**src/rtl/csr_file_if.sv**
```systemverilog
// csr_file_if: decoder-to-CSR request/response bus.
interface csr_file_if;
    logic        csr_reg_wr;
    logic        csr_reg_rd;
    logic [2:0]  funct3;
    logic [11:0] csr_addr;
    logic [31:0] rs1_data;
    logic [4:0]  zimm;
    logic [31:0] csr_rdata;
    logic        illegal_csr;
    modport master(output csr_reg_wr, csr_reg_rd, funct3, csr_addr, rs1_data, zimm,
                   input csr_rdata, illegal_csr);
    modport slave(input csr_reg_wr, csr_reg_rd, funct3, csr_addr, rs1_data, zimm,
                  output csr_rdata, illegal_csr);
endinterface

```
**src/rtl/csr_file.sv**
```systemverilog
// csr_file: M-mode CSRs, interrupt entry, MRET and mcycle for the 3-stage RV32I pipeline.
module csr_file #(
    parameter logic [31:0] MTVEC_RST = 32'h0000_0000,
    parameter int XLEN = 32
) (
    input  logic            clk,
    input  logic            rst,
    csr_file_if.slave       bus,
    input  logic [XLEN-1:0] pc,
    input  logic            is_mret,
    input  logic            timer_irq,
    input  logic            ext_irq,
    output logic            epc_taken,
    output logic [XLEN-1:0] epc
);
    logic        mie_b, mpie, mtie, meie;
    logic [31:0] mtvec, mepc, mcause;
    logic [63:0] mcycle;
    logic [31:0] cur, op, wdata, cause, vec;
    logic        hit, ro, upd, irq, mret_go, trap_go, wr_go;
    always_comb begin
        hit = 1'b1;
        cur = 32'h0;
        case (bus.csr_addr)
            12'h300: cur = {24'h0, mpie, 3'b000, mie_b, 3'b000};
            12'h304: cur = {20'h0, meie, 3'b000, mtie, 7'h00};
            12'h305: cur = mtvec;
            12'h341: cur = mepc;
            12'h342: cur = mcause;
            12'h344: cur = {20'h0, ext_irq, 3'b000, timer_irq, 7'h00};
            12'hB00: cur = mcycle[31:0];
            12'hB80: cur = mcycle[63:32];
            default: hit = 1'b0;
        endcase
        op = bus.funct3[2] ? {27'h0, bus.zimm} : bus.rs1_data;
        wdata = bus.funct3[1:0] == 2'b01 ? op : bus.funct3[1:0] == 2'b10 ? cur | op : cur & ~op;
        // RS/RC with a zero operand are pure reads and never count as writes
        upd = bus.csr_reg_wr & (bus.funct3[1:0] == 2'b01 | (bus.funct3[1:0] != 2'b00 & op != 32'h0));
        ro = bus.csr_addr == 12'h344;
        bus.illegal_csr = ((bus.csr_reg_rd | bus.csr_reg_wr) & ~hit) | (upd & ro);
        bus.csr_rdata = bus.csr_reg_rd ? cur : 32'h0;
        irq = mie_b & ((ext_irq & meie) | (timer_irq & mtie)) & ~epc_taken;
        mret_go = is_mret & ~epc_taken;
        trap_go = irq & ~mret_go;
        wr_go = upd & hit & ~ro & ~mret_go & ~trap_go;
        cause = (ext_irq & meie) ? 32'h8000_000B : 32'h8000_0007;
        vec = {mtvec[31:2], 2'b00} + (mtvec[1:0] == 2'b01 ? {25'h0, cause[4:0], 2'b00} : 32'h0);
    end
    always_ff @(posedge clk or negedge rst) begin
        if (!rst) begin
            mie_b     <= 1'b0;
            mpie      <= 1'b0;
            mtie      <= 1'b0;
            meie      <= 1'b0;
            mtvec     <= MTVEC_RST;
            mepc      <= 32'h0;
            mcause    <= 32'h0;
            mcycle    <= 64'h0;
            epc_taken <= 1'b0;
            epc       <= '0;
        end else begin
            epc_taken <= mret_go | trap_go;
            if (mret_go | trap_go) epc <= mret_go ? mepc : vec;
            mcycle <= mcycle + 64'h1;
            if (mret_go) begin
                mie_b <= mpie;
                mpie  <= 1'b1;
            end else if (trap_go) begin
                mepc   <= pc & 32'hFFFF_FFFC;
                mcause <= cause;
                mpie   <= mie_b;
                mie_b  <= 1'b0;
            end else if (wr_go) begin
                case (bus.csr_addr)
                    12'h300: begin
                        mie_b <= wdata[3];
                        mpie  <= wdata[7];
                    end
                    12'h304: begin
                        mtie <= wdata[7];
                        meie <= wdata[11];
                    end
                    12'h305: mtvec <= wdata;
                    12'h341: mepc <= wdata & 32'hFFFF_FFFC;
                    12'h342: mcause <= wdata;
                    // a written half takes the exact value; the counter skips its increment
                    12'hB00: mcycle <= {mcycle[63:32], wdata};
                    12'hB80: mcycle <= {wdata, mcycle[31:0]};
                    default: ;
                endcase
            end
        end
    end
endmodule

```
**src/flat_wrapper.sv**
```systemverilog
// flat-port wrapper written by rule: the top's interface ports become plain ports
module csr_file_flat 
#(
    parameter logic [31:0] MTVEC_RST = 32'h0000_0000,
    parameter int XLEN = 32
)
  (clk, rst, pc, is_mret, timer_irq, ext_irq, epc_taken, epc, bus_csr_reg_wr, bus_csr_reg_rd, bus_funct3, bus_csr_addr, bus_rs1_data, bus_zimm, bus_csr_rdata, bus_illegal_csr);
  csr_file_if bus_i ();
  input  logic clk;
  input  logic rst;
  input  logic [XLEN-1:0] pc;
  input  logic is_mret;
  input  logic timer_irq;
  input  logic ext_irq;
  output logic epc_taken;
  output logic [XLEN-1:0] epc;
  input wire logic [$bits(bus_i.csr_reg_wr)-1:0] bus_csr_reg_wr;
  input wire logic [$bits(bus_i.csr_reg_rd)-1:0] bus_csr_reg_rd;
  input wire logic [$bits(bus_i.funct3)-1:0] bus_funct3;
  input wire logic [$bits(bus_i.csr_addr)-1:0] bus_csr_addr;
  input wire logic [$bits(bus_i.rs1_data)-1:0] bus_rs1_data;
  input wire logic [$bits(bus_i.zimm)-1:0] bus_zimm;
  output wire logic [$bits(bus_i.csr_rdata)-1:0] bus_csr_rdata;
  output wire logic [$bits(bus_i.illegal_csr)-1:0] bus_illegal_csr;
  assign bus_i.csr_reg_wr = bus_csr_reg_wr;
  assign bus_i.csr_reg_rd = bus_csr_reg_rd;
  assign bus_i.funct3 = bus_funct3;
  assign bus_i.csr_addr = bus_csr_addr;
  assign bus_i.rs1_data = bus_rs1_data;
  assign bus_i.zimm = bus_zimm;
  assign bus_csr_rdata = bus_i.csr_rdata;
  assign bus_illegal_csr = bus_i.illegal_csr;
  csr_file #(.MTVEC_RST(MTVEC_RST), .XLEN(XLEN)) u_core (.clk(clk), .rst(rst), .bus(bus_i), .pc(pc), .is_mret(is_mret), .timer_irq(timer_irq), .ext_irq(ext_irq), .epc_taken(epc_taken), .epc(epc));
endmodule
```
**config.mk**
```make
export PLATFORM = sky130hd
export DESIGN_NAME = csr_file_flat
export DESIGN_NICKNAME = d
export VERILOG_FILES = /design/src/rtl/csr_file_if.sv /design/src/rtl/csr_file.sv /design/src/flat_wrapper.sv
export SDC_FILE = /design/constraint.sdc
export NUM_CORES = 1
export LEC_CHECK = 0
export ABC_AREA = 1
export BUFFER_PORTS_ARGS = -buffer_cell sky130_fd_sc_hd__buf_2
export CORE_AREA = 8 8 169 171
export CTS_CLUSTER_SIZE = 12
export DETAILED_ROUTE_END_ITERATION = 8
export DIE_AREA = 0 0 177 179
export HOLD_SLACK_MARGIN = 0.05
export PLACE_DENSITY = 0.75
export SYNTH_ARGS = -nofsm -noshare
export SYNTH_HDL_FRONTEND = slang
export SYNTH_SLANG_ARGS = --single-unit
```
**constraint.sdc**
```tcl
create_clock -name clk -period 2.8 [get_ports clk]
set_clock_uncertainty 0.1 [all_clocks]
set_input_delay 0.56 -clock clk [delete_from_list [all_inputs] [get_ports clk]]
set_output_delay 0.56 -clock clk [all_outputs]
set_load 0.005 [all_outputs]
```
==> run_results.csv <==
group,metric,value,unit
route,top_layer_used,"met4",
worst_setup_path,critPathMaxFanout,7,
route,postRouteWirelength,62210,um
worst_setup_path,ordered_list_of_cells_on_the_worst_path,"buf_2 -> inv_2 -> nand2_2 -> nor2_4 -> nand2_2 -> nor2_4 -> buf_12 -> buf_4 -> nand2_1 -> nand2_1 -> nor2_1 -> a21oi_1 -> buf_2",
power,power.switching_fraction,37.24,%
synthesis,synth_async_sr_flop_share,100.0,%
worst_setup_path,critical_path_cell_count,13,
floorplanning,die_width,177,um
final_layout,diodes,0,
place,placement.io_buffers,152,
floorplanning,floorplan.die_area,31680,um2
synthesis,fraction_of_the_mapped_netlist_area_in_simple_logic_gates,42.59,%
route,vias,17217,
place,hpwl,47080,um
timing,setup_slack,-16.47,ps
synthesis,synth_top_area_share,34.35,%
power,power_per_cell_area,504.6,nW/um2
timing,worst_pin_slew,663.6,ps
worst_hold_path,min_from,"pc[2]",
run_status,violations,"negative setup slack",
worst_setup_path,r2r_end,"u_core.epc[26]$_DFFE_PN0P_",
power,total_leakage_power,8.650,nW
synthesis,synthMuxAreaShare,0,%
grt,grt_first_pass_wirelength,92480,um
clock_tree,cts.path.max_buffers,2,
floorplanning,floorplan.initialDensity,54.58,%
synthesis,synth.area.top_cells,"dfrtp_1 34%, nand2_1 21%, nand3_1 8.1%",
timing,count_of_final_max_slew_check_failures,0,
synthesis,yosys_warnings,0,
synthesis,synth.lib_cells_used.distinct,53,
floorplanning,floorplan.io_pins,157,
worst_setup_path,reg2reg_from,"u_core.mtvec[1]$_DFFE_PN0P_",
clock_tree,numClockSinks,193,
clock_tree,insertion_delay,450,ps
final_layout,drive_above_1_share,20.51,%
power,cellInternalPower,5.548,mW
grt,grt_start_max_net_pins,71,
synthesis,synth_compound_gate_area_share,9.459,%
place,post_dp_cell_area,16510,um2
floorplanning,core_box_area,25760,um2
worst_setup_path,cp_data_arrival_time,2160,ps
floorplanning,floorplan.rows,59,
floorplanning,dieHeight,179,um
worst_setup_path,cp_num_buf_inv,5,
synthesis,seq_area_frac_synth,34.35,%
final_layout,areaGrowthSynthToFinish,24.60,%
timing,highest_clock_frequency_the_design_can_meet,0.3551,GHz
worst_setup_path,endpoint_kind,"output pin",
worst_setup_path,classification_of_the_worst_setup_path,"input pin to output pin",
clock_tree,cts_tree,"done",
place,place_congestion,1.078,
route,via_per_inst,6.167,
timing,unrepaired_setup_endpoints_after_global_routing,"yes",
synthesis,post_synth_fa_ha_maj_area_fraction,0.5873,%
synthesis,synth_area_per_cell,6.534,um2
worst_setup_path,critical_path.max_stage_delay,250,ps
final_layout,nets,2541,
grt,grt_antenna_before_repair,0,
synthesis,postSynthRegisterBits,193,
route,drtPass1Iterations,7,
power,power.switching,3.293,mW
synthesis,synthCells,2152,
power,power.sequential.fraction,44.1,%
synthesis,synth_largest_area_cell,"dfrtp_1",
worst_setup_path,cp.required,2140,ps
grt,grt_pass1_vias,15962,
power,power,8.841,mW
timing,final.min_clock_period,2816,ps
grt,global_route.overflow_total,0,
worst_setup_path,crit_end,"bus_csr_rdata[3]",
synthesis,synth_edf_count,0,
route,final_antenna_net_count,0,
worst_setup_path,timing.critical_path.max_delay_family,"simple AND/OR/NAND/NOR gates",
route,wl_met1,23370,um
power,ir_worst_vdd,0.0004938,V
run,max_cap_viol_count,0,
timing,slew_headroom,55.42,%
worst_setup_path,rr_worst_depth,14,
power,combPwrFrac,26.6,%
route,met3_length,7687,um
worst_hold_path,worstHoldPathType,"input pin to flop",
clock_tree,cts-buffers-inserted,17,
power,clkPwrFrac,29.3,%
timing,fin_hold_ws,229.0,ps
worst_setup_path,reg2reg_slack,100,ps
worst_setup_path,startpoint_type,"input pin",
synthesis,synthesis.area,14060,um2
worst_setup_path,cp_slowest_cell,"nor2_4",
timing,setup_total_negative_slack,-27.92,ps
route,drt-initial-drc-count,2711,
timing,timing_hold_violations_final,0,
timing,report.final.setup_viol,3,
final_layout,final_core_utilization,68.01,%
route,met2_length,27760,um
final_layout,num-fill-cells,2259,
clock_tree,clock_root_buffer,"clkbuf_16",
route,avgRoutedWirePerCell,22.28,um
clock_tree,cts-htree-levels,4,
route,drt_drc_violations_left,0,
final_layout,area_of_all_placed_cells_without_fillers,17520,um2
timing,final_min_period_over_clock_period,100.6,%
synthesis,yosys.area_share.xor_xnor,4.672,%
clock_tree,clk_pin_slew_worst_paths,90,ps
grt,track_usage,38.06,%
run_status,outcome,"finished with violations",
synthesis,synth_top_family_by_area,"simple AND/OR/NAND/NOR gates",
synthesis,synth_top_flop_cell,"dfrtp_1",
worst_setup_path,critPathLaunch,"bus_csr_addr[1]",
[cells in the final DEF (no fill, tap or decap), types with 11 or more instances in the layout]
cell and instances:
o21ai_1 32, inv_1 160, dfrtp_1 193, buf_12 21
xnor2_1 11, xor2_1 64, inv_2 11, o21ai_0 88
nor2_2 13, nand2_1 759, o22ai_1 16, nand4_1 81
nor2_4 12, o21ai_2 12, buf_4 188, a21oi_1 12
nor3_1 51, nor2_1 177, nand2_2 26, nand3_1 223
o211ai_1 34, clkbuf_16 20, buf_2 150
[synth_stat cells, types with 7 or more instances]
library cell / n
nor2_1: 190
o211ai_1: 34
clkbuf_1: 46
a21oi_1: 17
nor2_4: 7
xnor2_1: 11
buf_4: 16
dfrtp_1: 193
buf_2: 20
o21ai_0: 97
o22ai_1: 17
nand4_1: 81
nand3_1: 228
nand2_1: 781
o21ai_2: 10
buf_6: 8
xor2_1: 64
nor3_1: 51
nand2_2: 7
inv_1: 167
o21ai_1: 25
nor4_1: 7
[through the flow]
step,worst slack [ps],instances
2_1_floorplan,208.6,2153
3_3_place_gp,-127.0,2744
3_5_place_dp,-128.3,2744
4_1_cts,3.630,2778
5_1_grt,-71.47,2792
6_report,-16.47,2792
[layout make-up]
cell class	instances	area, um2	area share (%)
repair buffers	368	2730	15.58
clock inverters	14	185.2	1.057
multi-input cells	1688	8259	47.14
well taps	335	419.2	2.392
inverters	176	668.1	3.813
clock buffers	18	429.2	2.449
flip-flops and latches	193	4830	27.57
[worst min-delay path by stage]
stage | slack [ps] | end | depth (start not counted)
6_report | 230 | u_core.mepc[2]$_DFFE_PN0P_ | 3
3_5_place_dp | 370 | u_core.mcause[31]$_DFFE_PN0P_ | 2
4_1_cts | 230 | u_core.mepc[2]$_DFFE_PN0P_ | 3
5_1_grt | 230 | u_core.mepc[5]$_DFFE_PN0P_ | 3
2_1_floorplan | 160 | u_core.epc[10]$_DFFE_PN0P_ | 0
3_3_place_gp | 360 | u_core.mcause[18]$_DFFE_PN0P_ | 2
[metal layers]
| layer | track usage [%] | vias up |
|---|---|---|
| li1 | - | 7617 |
| met1 | 50.30 | 7978 |
| met2 | 60.31 | 1368 |
| met3 | 7.456 | 254 |
| met4 | 15.66 | 0 |
| met5 | 0 | - |
[logic make-up (layout without fill, tap and decap cells)]
family | count (synthesis) | after routing
adder cells (fa/ha/maj) | 6 | 6
AND/OR/NAND/NOR | 1384 | 1384
AO/OA/AOI/OAI | 221 | 221
buffers and inverters | 272 | 576
flip-flops | 193 | 193
other | 1 | 2
XOR/XNOR | 75 | 75
[timing repair]
item | 4_1_cts | 5_1_grt
hold buffers | 1 | 0
pin swaps | 2 | 26
endpoints found under the hold margin | 8 | 0
endpoints found under the setup margin | 6 | 49
resized for setup | 4 | 72
gates cloned | 0 | 4
setup buffers | 1 | 10
[flip-flops by register name (all words and copies together) (netlist names)]
name and flops:
u_core.mtvec 32, u_core.meie 1, u_core.mcycle 64, u_core.mepc 30, u_core.mpie 1, u_core.epc_taken 1, u_core.epc 30, u_core.mie_b 1
u_core.mtie 1, u_core.mcause 32
[power by group through the flow]
| stage | registers (mW) | logic (mW) | clock network, mW |
|---|---|---|---|
| 6_report | 3.90 | 2.35 | 2.59 |
| 5_1_grt | 3.96 | 2.59 | 2.71 |
| 4_1_cts | 3.86 | 2.30 | 2.57 |
| 3_5_place_dp | 3.91 | 2.29 | 0 |
| 3_3_place_gp | 3.89 | 2.20 | 0 |
| 2_1_floorplan | 3.80 | 1.34 | 0 |
[worst min-delay path: stages]
cell      delay (ps)
buf_2             70
nand2_1           40
o211ai_1          70
Power figures use the tool's default switching activity.
